File: src/rtl/id_ex_stage_buffer.sv
// ID/EX pipeline register with load-use bubble insertion, flush squash and saturating bubble counters.
// Optional build macro: LOAD_USE_STALL_EN enables load-use hazard detection and stall counting.
package id_ex_stage_buffer_pkg;
  typedef enum logic [1:0] {
    NO_WRITEBACK = 2'd0,
    WB_ALU       = 2'd1,
    WB_LOAD      = 2'd2,
    WB_PC4       = 2'd3
  } write_back_mux_selector;

  localparam logic [6:0] OPCODE_OP    = 7'h33;
  localparam logic [6:0] OPCODE_OPIMM = 7'h13;
  localparam logic [6:0] OPCODE_LOAD  = 7'h03;
endpackage

module id_ex_stage_buffer
  import id_ex_stage_buffer_pkg::*;
#(
  parameter int DATA_WIDTH = 32,
  parameter int CNT_WIDTH  = 16
) (
  input  logic                   clk,
  input  logic                   reset,
  input  logic                   id_valid_ip,
  input  logic [6:0]             id_instr_opcode_ip,
  input  logic [4:0]             id_rs1_ip,
  input  logic [4:0]             id_rs2_ip,
  input  logic [4:0]             id_dest_ip,
  input  write_back_mux_selector id_wb_mux_ip,
  input  logic [DATA_WIDTH-1:0]  id_rs1_data_ip,
  input  logic [DATA_WIDTH-1:0]  id_rs2_data_ip,
  input  logic [DATA_WIDTH-1:0]  id_imm_ip,
  input  logic [DATA_WIDTH-1:0]  id_pc_ip,
  input  logic                   ex_flush_ip,
  output logic                   ex_valid_op,
  output logic [6:0]             ex_instr_opcode_op,
  output logic [4:0]             ex_rs1_op,
  output logic [4:0]             ex_rs2_op,
  output logic [4:0]             ex_dest_op,
  output write_back_mux_selector ex_wb_mux_op,
  output logic [DATA_WIDTH-1:0]  ex_rs1_data_op,
  output logic [DATA_WIDTH-1:0]  ex_rs2_data_op,
  output logic [DATA_WIDTH-1:0]  ex_imm_op,
  output logic [DATA_WIDTH-1:0]  ex_pc_op,
  output logic                   stall_op,
  output logic [CNT_WIDTH-1:0]   stall_cnt_op,
  output logic [CNT_WIDTH-1:0]   flush_cnt_op
);

  localparam logic [CNT_WIDTH-1:0] CNT_ONE = {{(CNT_WIDTH-1){1'b0}}, 1'b1};

  logic hazard;
  logic load_bubble;

`ifdef LOAD_USE_STALL_EN
  logic rs1_used;
  logic rs2_used;

  always_comb begin
    rs1_used = (id_instr_opcode_ip == OPCODE_OP) ||
               (id_instr_opcode_ip == OPCODE_OPIMM) ||
               (id_instr_opcode_ip == OPCODE_LOAD);
    rs2_used = (id_instr_opcode_ip == OPCODE_OP);
    // Only the EX register contents and decode inputs feed this term.
    hazard = ex_valid_op && (ex_instr_opcode_op == OPCODE_LOAD) &&
             (ex_dest_op != 5'd0) && id_valid_ip &&
             ((rs1_used && (id_rs1_ip == ex_dest_op)) ||
              (rs2_used && (id_rs2_ip == ex_dest_op)));
  end
`else
  assign hazard = 1'b0;
`endif

  assign stall_op    = hazard && !ex_flush_ip && reset;
  assign load_bubble = !reset || ex_flush_ip || stall_op || !id_valid_ip;

  always_ff @(posedge clk) begin
    if (load_bubble) begin
      ex_valid_op        <= 1'b0;
      ex_instr_opcode_op <= 7'h00;
      ex_rs1_op          <= 5'd0;
      ex_rs2_op          <= 5'd0;
      ex_dest_op         <= 5'd0;
      ex_wb_mux_op       <= NO_WRITEBACK;
      ex_rs1_data_op     <= '0;
      ex_rs2_data_op     <= '0;
      ex_imm_op          <= '0;
      ex_pc_op           <= '0;
    end else begin
      ex_valid_op        <= 1'b1;
      ex_instr_opcode_op <= id_instr_opcode_ip;
      ex_rs1_op          <= id_rs1_ip;
      ex_rs2_op          <= id_rs2_ip;
      ex_dest_op         <= id_dest_ip;
      ex_wb_mux_op       <= id_wb_mux_ip;
      ex_rs1_data_op     <= id_rs1_data_ip;
      ex_rs2_data_op     <= id_rs2_data_ip;
      ex_imm_op          <= id_imm_ip;
      ex_pc_op           <= id_pc_ip;
    end
  end

  // Flush outranks stall, so at most one counter moves per cycle.
  always_ff @(posedge clk) begin
    if (!reset) begin
      stall_cnt_op <= '0;
      flush_cnt_op <= '0;
    end else if (ex_flush_ip) begin
      if (flush_cnt_op != '1) flush_cnt_op <= flush_cnt_op + CNT_ONE;
    end else if (stall_op) begin
      if (stall_cnt_op != '1) stall_cnt_op <= stall_cnt_op + CNT_ONE;
    end
  end

endmodule

File: config.mk
export PLATFORM = sky130hd
export DESIGN_NAME = id_ex_stage_buffer
export DESIGN_NICKNAME = d
export VERILOG_FILES = /design/src/rtl/id_ex_stage_buffer.sv
export SDC_FILE = /design/constraint.sdc
export NUM_CORES = 1
export LEC_CHECK = 0
export ABC_AREA = 1
export CAP_MARGIN = 40
export CELL_PAD_IN_SITES_DETAIL_PLACEMENT = 1
export CELL_PAD_IN_SITES_GLOBAL_PLACEMENT = 1
export CORE_UTILIZATION = 22
export CTS_CLUSTER_DIAMETER = 50
export DETAILED_ROUTE_END_ITERATION = 8
export PLACE_DENSITY_LB_ADDON = 0.3
export SYNTH_ARGS = -nofsm -noshare
export SYNTH_HDL_FRONTEND = slang
export SYNTH_SLANG_ARGS = --single-unit
File: constraint.sdc
create_clock -name clk -period 1.4 [get_ports clk]
set_clock_uncertainty 0.1 [all_clocks]
set_input_delay 0.28 -clock clk [delete_from_list [all_inputs] [get_ports clk]]
set_output_delay 0.28 -clock clk [all_outputs]
set_load 0.005 [all_outputs]
Word-level counts from Yosys, hierarchy flattened
Cells that the tools add are included.
{"block": "op_classes", "n_eq_ne": 1, "reduce_logical": 5, "add_sub_neg": 1, "muxes": 1}
{"cell": "$add 16x1->16 const B", "n": 1}
{"cell": "$ne 16x16->1 const B", "n": 1}
{"cell": "$logic_not 1->1", "n": 2}
{"cell": "$logic_or 1x1->1", "n": 2}
{"cell": "$reduce_and 2->1", "n": 1}
{"cell": "$mux 1", "n": 1}
{"block": "word_totals", "register_bits": 169, "elab_cells": 19}

Longest topological paths before layout
{"block": "depth", "depth_word": 4, "mapped_depth": 8}

Least setup slack after synthesis
Ideal clock, no wire load.
{"block": "synth_path", "path_kind": "reg-to-reg", "start": "register flush_cnt_op[0]", "end": "register flush_cnt_op[14]", "arrival_ns": 1.224, "slack_ns": -0.039, "setup_ns": 0.115, "t_required_ns": 1.185, "path_stages_with_launch": 8, "n_path_buf": 1, "synth_period_minus_slack_ns": 1.439, "cell_sequence": "dfxtp_1 > ha_1 > nand3_1 > nor2_2 > nand3_4 > buf_6 > a21oi_1 > nor2_1"}
{"block": "synth_between", "elab_chain_len": 2, "word_cells_on_any_way": 3, "cone_classes": "1 x add/sub; 1 x eq/ne; 1 x reduce/logical"}
{"item": "start, declared", "line": "47", "text": "output logic [CNT_WIDTH-1:0] flush_cnt_op"}
{"item": "start signal, assigned", "line": "109", "text": "if (flush_cnt_op != '1) flush_cnt_op <= flush_cnt_op + CNT_ONE;"}
{"item": "parallel branches: the longest is 2 deep, another holds $add 16x1->16"}
Parallel ways; which one is timed is not known.
A chain may end at the register's enable or synchronous reset.

Final worst setup path
{"block": "layout_path", "start": "register flush_cnt_op[1]", "end": "register flush_cnt_op[4]"}
The elaborated chain is that of the path after synthesis.

==> run_summary.xml <==
<?xml version="1.0" encoding="UTF-8"?>
<metrics>
  <group name="status">
    <metric name="run_status" unit="">finished with violations</metric>
    <metric name="failed_checks" unit="">negative setup slack</metric>
  </group>
  <group name="setup_path">
    <metric name="regToRegStartpoint" unit="">flush_cnt_op[1]</metric>
    <metric name="cp.required" unit="ns">1.61</metric>
    <metric name="arrival_time_worst_endpoint" unit="ns">1.76</metric>
    <metric name="r2r.worst_path.cells" unit="">8</metric>
    <metric name="crit_path_capture_type" unit="">flop</metric>
    <metric name="timing.critical_path.fanout_max" unit="">5</metric>
    <metric name="rr_endpoint" unit="">flush_cnt_op[4]</metric>
    <metric name="r2r_slack" unit="ns">-0.15</metric>
    <metric name="setup.worst_path.class" unit="">reg -&gt; reg</metric>
    <metric name="startpoint_type" unit="">flop</metric>
  </group>
  <group name="worst_hold_path">
    <metric name="hold_depth" unit="">3</metric>
    <metric name="hold_path.startpoint" unit="">ex_flush_ip</metric>
    <metric name="min_delay_worst_endpoint" unit="">flush_cnt_op[0]</metric>
    <metric name="holdCritPathClass" unit="">in -&gt; reg</metric>
  </group>
  <group name="route">
    <metric name="per_cell_routed_wire_length" unit="um">13.7</metric>
    <metric name="detail_route.iter0.violations" unit="">142</metric>
    <metric name="route.antenna.remaining_nets" unit="">0</metric>
    <metric name="drt-vias-per-instance" unit="">3.74</metric>
    <metric name="drt_pre_antenna_iters" unit="">4</metric>
    <metric name="route.final.wire_length" unit="um">18600</metric>
    <metric name="routed-via-count" unit="">5072</metric>
    <metric name="drc" unit="">0</metric>
  </group>
  <group name="power_and_ir_drop">
    <metric name="p_per_area" unit="mW/mm2">1040</metric>
    <metric name="internal_power" unit="mW">7.95</metric>
    <metric name="comb_power_share" unit="%">8.9</metric>
    <metric name="clkPwrFrac" unit="%">43.9</metric>
    <metric name="share_seq_of_total_power" unit="%">47.2</metric>
    <metric name="static-leakage-power" unit="nW">5.14</metric>
    <metric name="power.switching_fraction" unit="%">24.3</metric>
    <metric name="final_total_pwr" unit="mW">10.5</metric>
    <metric name="power.switching" unit="mW">2.55</metric>
    <metric name="power.ir.vdd_worst" unit="uV">564</metric>
  </group>
  <group name="timing">
    <metric name="maxSlewViolCount" unit="">0</metric>
    <metric name="hold_violations" unit="">0</metric>
    <metric name="setup_viol_count_final" unit="">15</metric>
    <metric name="timing.final.ws_setup" unit="ns">-0.152</metric>
    <metric name="timing.setup.tns" unit="ns">-1.17</metric>
    <metric name="finalWorstPathRequiredPeriod" unit="ns">1.55</metric>
    <metric name="finalCritPeriodShare" unit="%">111</metric>
    <metric name="achievable-frequency" unit="GHz">0.644</metric>
    <metric name="grt_setup_unrepaired" unit="">true</metric>
  </group>
  <group name="cells_and_area">
    <metric name="drive_above_1_share" unit="%">18.5</metric>
    <metric name="final_cell_area" unit="mm2">0.0101</metric>
    <metric name="final_core_utilization" unit="%">42.8</metric>
    <metric name="antenna_cells" unit="">0</metric>
    <metric name="area_delta_synth_final" unit="%">89.6</metric>
    <metric name="design.final.nets" unit="">1180</metric>
  </group>
  <group name="synth">
    <metric name="post_synth_inst_count" unit="">639</metric>
    <metric name="synth.ff_latch_count" unit="">169</metric>
    <metric name="syn-cell-area" unit="mm2">0.00533</metric>
    <metric name="synth.area.top_cells" unit="">sky130_fd_sc_hd__dfxtp_1, sky130_fd_sc_hd__nor2_1, sky130_fd_sc_hd__inv_1</metric>
    <metric name="synth_area_per_cell" unit="um2">8.34</metric>
    <metric name="synth_area_leader_cell" unit="">sky130_fd_sc_hd__dfxtp_1</metric>
    <metric name="fraction_of_the_yosys_area_taken_by_sequential_cells" unit="%">63.5</metric>
    <metric name="yosys.area.top_type_share" unit="%">63.5</metric>
    <metric name="ys_types" unit="">20</metric>
    <metric name="synth.yosys.warnings" unit="">0</metric>
  </group>
  <group name="cts">
    <metric name="clock-root-buffer" unit="">sky130_fd_sc_hd__clkbuf_16</metric>
    <metric name="cts_buffers" unit="">17</metric>
    <metric name="htree_num_levels" unit="">4</metric>
    <metric name="clock_pin_transition_on_the_worst_setup_and_hold_timing_paths" unit="ns">0.07</metric>
    <metric name="cts_tree" unit="">yes</metric>
    <metric name="cts.sinks" unit="">169</metric>
    <metric name="cts-root-to-sink-buffers" unit="">2</metric>
    <metric name="clock_insertion_delay_worst_skew" unit="ns">0.42</metric>
  </group>
  <group name="global_route">
    <metric name="global_router_s_overall_resource_usage" unit="%">14.0</metric>
    <metric name="via_count_of_the_first_global_routing_pass" unit="">4900</metric>
    <metric name="global_route_total_overflow" unit="">0</metric>
    <metric name="grt_pass1_wl" unit="um">26000</metric>
    <metric name="antenna_found_initial" unit="">0</metric>
    <metric name="grt_start_max_net_pins" unit="">60</metric>
  </group>
  <group name="floorplan">
    <metric name="initial_cell_density_of_the_core" unit="%">22.6</metric>
    <metric name="ioPinCount" unit="">342</metric>
    <metric name="design.die.area" unit="mm2">0.0249</metric>
    <metric name="row_count" unit="">56</metric>
    <metric name="coreArea" unit="mm2">0.0236</metric>
    <metric name="fp.dieH" unit="um">158</metric>
    <metric name="die_w" unit="um">158</metric>
  </group>
  <group name="placement">
    <metric name="portBuffers" unit="">324</metric>
    <metric name="hpwl" unit="um">13800</metric>
    <metric name="postPlaceCellArea" unit="mm2">0.00911</metric>
    <metric name="gp_routability_congestion" unit="">0.727</metric>
  </group>
  <group name="run">
    <metric name="cap_violations" unit="">0</metric>
  </group>
</metrics>
[logic make-up (layout without fill, tap and decap cells)]
kind of cell,count (synthesis),in the layout,synth area share [%]
AOI/OAI and AO/OA,15,15,1.41
adders and majority gates,1,1,0.235
buffers and inverters,202,583,16.1
DFF,169,169,63.5
other,1,17,0.0703
and+or+nand+nor,251,251,18.7
[power by group through the flow]
| stage | clock network (mW) | registers, mW | logic (mW) |
|---|---|---|---|
| after floorplan | 0 | 5.09 | 0.240 |
| after global placement | 0 | 5.07 | 0.971 |
| after detailed placement | 0 | 5.08 | 0.989 |
| after global routing | 4.98 | 4.97 | 1.03 |
| final | 4.61 | 4.96 | 0.939 |
| after CTS | 4.79 | 4.95 | 0.941 |
[cell usage after synthesis]
master,count
sky130_fd_sc_hd__nand3_1,17
sky130_fd_sc_hd__dfxtp_1,169
sky130_fd_sc_hd__clkbuf_1,1
sky130_fd_sc_hd__nand2_1,39
sky130_fd_sc_hd__nor2_1,189
sky130_fd_sc_hd__ha_1,1
sky130_fd_sc_hd__buf_6,3
sky130_fd_sc_hd__nand4_1,1
sky130_fd_sc_hd__conb_1,1
sky130_fd_sc_hd__nand3_4,1
sky130_fd_sc_hd__inv_2,1
sky130_fd_sc_hd__buf_1,7
sky130_fd_sc_hd__nand3_2,1
sky130_fd_sc_hd__nor2_2,2
sky130_fd_sc_hd__buf_4,18
sky130_fd_sc_hd__inv_1,164
sky130_fd_sc_hd__buf_2,8
sky130_fd_sc_hd__nor2_4,1
sky130_fd_sc_hd__a21oi_1,13
sky130_fd_sc_hd__o21ai_0,2
[placed cells by master, fill, tap and decap left out, types with 2 or more instances in the layout]
cell                              instances
sky130_fd_sc_hd__buf_6                   33
sky130_fd_sc_hd__clkinv_4                 2
sky130_fd_sc_hd__inv_8                    4
sky130_fd_sc_hd__clkdlybuf4s50_1        154
sky130_fd_sc_hd__clkinvlp_4               3
sky130_fd_sc_hd__conb_1                  17
sky130_fd_sc_hd__clkbuf_2                 7
sky130_fd_sc_hd__clkdlybuf4s15_2          3
sky130_fd_sc_hd__clkinv_8                 2
sky130_fd_sc_hd__nand3_1                  9
sky130_fd_sc_hd__nand3_4                  3
sky130_fd_sc_hd__nand3_2                  7
sky130_fd_sc_hd__nor2_1                 182
sky130_fd_sc_hd__dfxtp_1                144
sky130_fd_sc_hd__clkbuf_16               17
sky130_fd_sc_hd__buf_2                    5
sky130_fd_sc_hd__nand2_2                  8
sky130_fd_sc_hd__dfxtp_2                 22
sky130_fd_sc_hd__nand2_1                 27
sky130_fd_sc_hd__inv_6                    2
sky130_fd_sc_hd__nor2_2                   4
sky130_fd_sc_hd__a21oi_2                 12
sky130_fd_sc_hd__inv_1                  163
sky130_fd_sc_hd__dlygate4sd2_1           58
sky130_fd_sc_hd__inv_2                    2
sky130_fd_sc_hd__dfxtp_4                  3
sky130_fd_sc_hd__buf_4                   37
sky130_fd_sc_hd__clkdlybuf4s15_1         84
sky130_fd_sc_hd__nand2_4                  4
sky130_fd_sc_hd__nor2_4                   6
sky130_fd_sc_hd__buf_16                   2
[critical path, cell delays in order, from the launching register on]
cell and delay [ns]:
sky130_fd_sc_hd__dfxtp_2 0.35, sky130_fd_sc_hd__buf_6 0.10, sky130_fd_sc_hd__ha_4 0.14, sky130_fd_sc_hd__nand3_4 0.07, sky130_fd_sc_hd__nor2_4 0.12, sky130_fd_sc_hd__nand3_4 0.15
sky130_fd_sc_hd__buf_6 0.18, sky130_fd_sc_hd__a21oi_2 0.16, sky130_fd_sc_hd__nor2_1 0.07
[worst max-delay path by stage]
stage                     from                to  slack, ns  cells past startpoint
2_1_floorplan  flush_cnt_op[0]  flush_cnt_op[14]       0.01                      7
3_3_place_gp       ex_flush_ip     ex_imm_op[13]      -0.41                      6
3_5_place_dp       ex_flush_ip     ex_imm_op[28]      -0.43                      6
4_1_cts        flush_cnt_op[1]   flush_cnt_op[6]      -0.10                      8
5_1_grt        flush_cnt_op[0]   flush_cnt_op[4]      -0.22                      8
6_report       flush_cnt_op[1]   flush_cnt_op[4]      -0.15                      8
[area by class of cell]
class | instances | area [um2]
well taps | 319 | 399
repair buffers | 386 | 3740
inverters | 165 | 619
flip-flops and latches | 169 | 3420
clock buffers | 19 | 443
fillers | 2794 | 13500
clock inverters | 13 | 135
multi-input cells | 284 | 1360
[sequential cells by signal (all words and copies together) (netlist names)]
register            flops
ex_imm_op              32
flush_cnt_op           16
ex_rs1_op               5
ex_valid_op             1
ex_rs1_data_op         32
ex_pc_op               32
ex_wb_mux_op            2
ex_rs2_op               5
ex_dest_op              5
ex_instr_opcode_op      7
ex_rs2_data_op         32
[layer usage]
metal | vias to the layer above | part of all wire (%) | track usage (%)
met2 | 191 | 54 | 26.5
met4 | 0 | 1.4 | 4.39
met3 | 17 | 7.7 | 5.01
li1 | 2525 | - | -
met5 | - | 0 | 0
met1 | 2339 | 37 | 14.3
[per-stage QoR]
stage	hold slack [ns]	setup WS, ns	instances
finish	0.234	-0.152	1355
CTS	0.245	-0.104	1347
floorplan	0.292	0.0117	655
global placement	0.432	-0.415	1297
detailed placement	0.437	-0.429	1297
global route	0.221	-0.220	1355
[what timing repair did]
action                                  in CTS  in global routing
pin swaps                                   13                 21
endpoints found under the setup margin     183                205
buffers inserted                            16                  9
hold buffers                                 0                  0
resized for setup                          323                115
cloned                                       2                  0
Power figures use the tool's default switching activity.
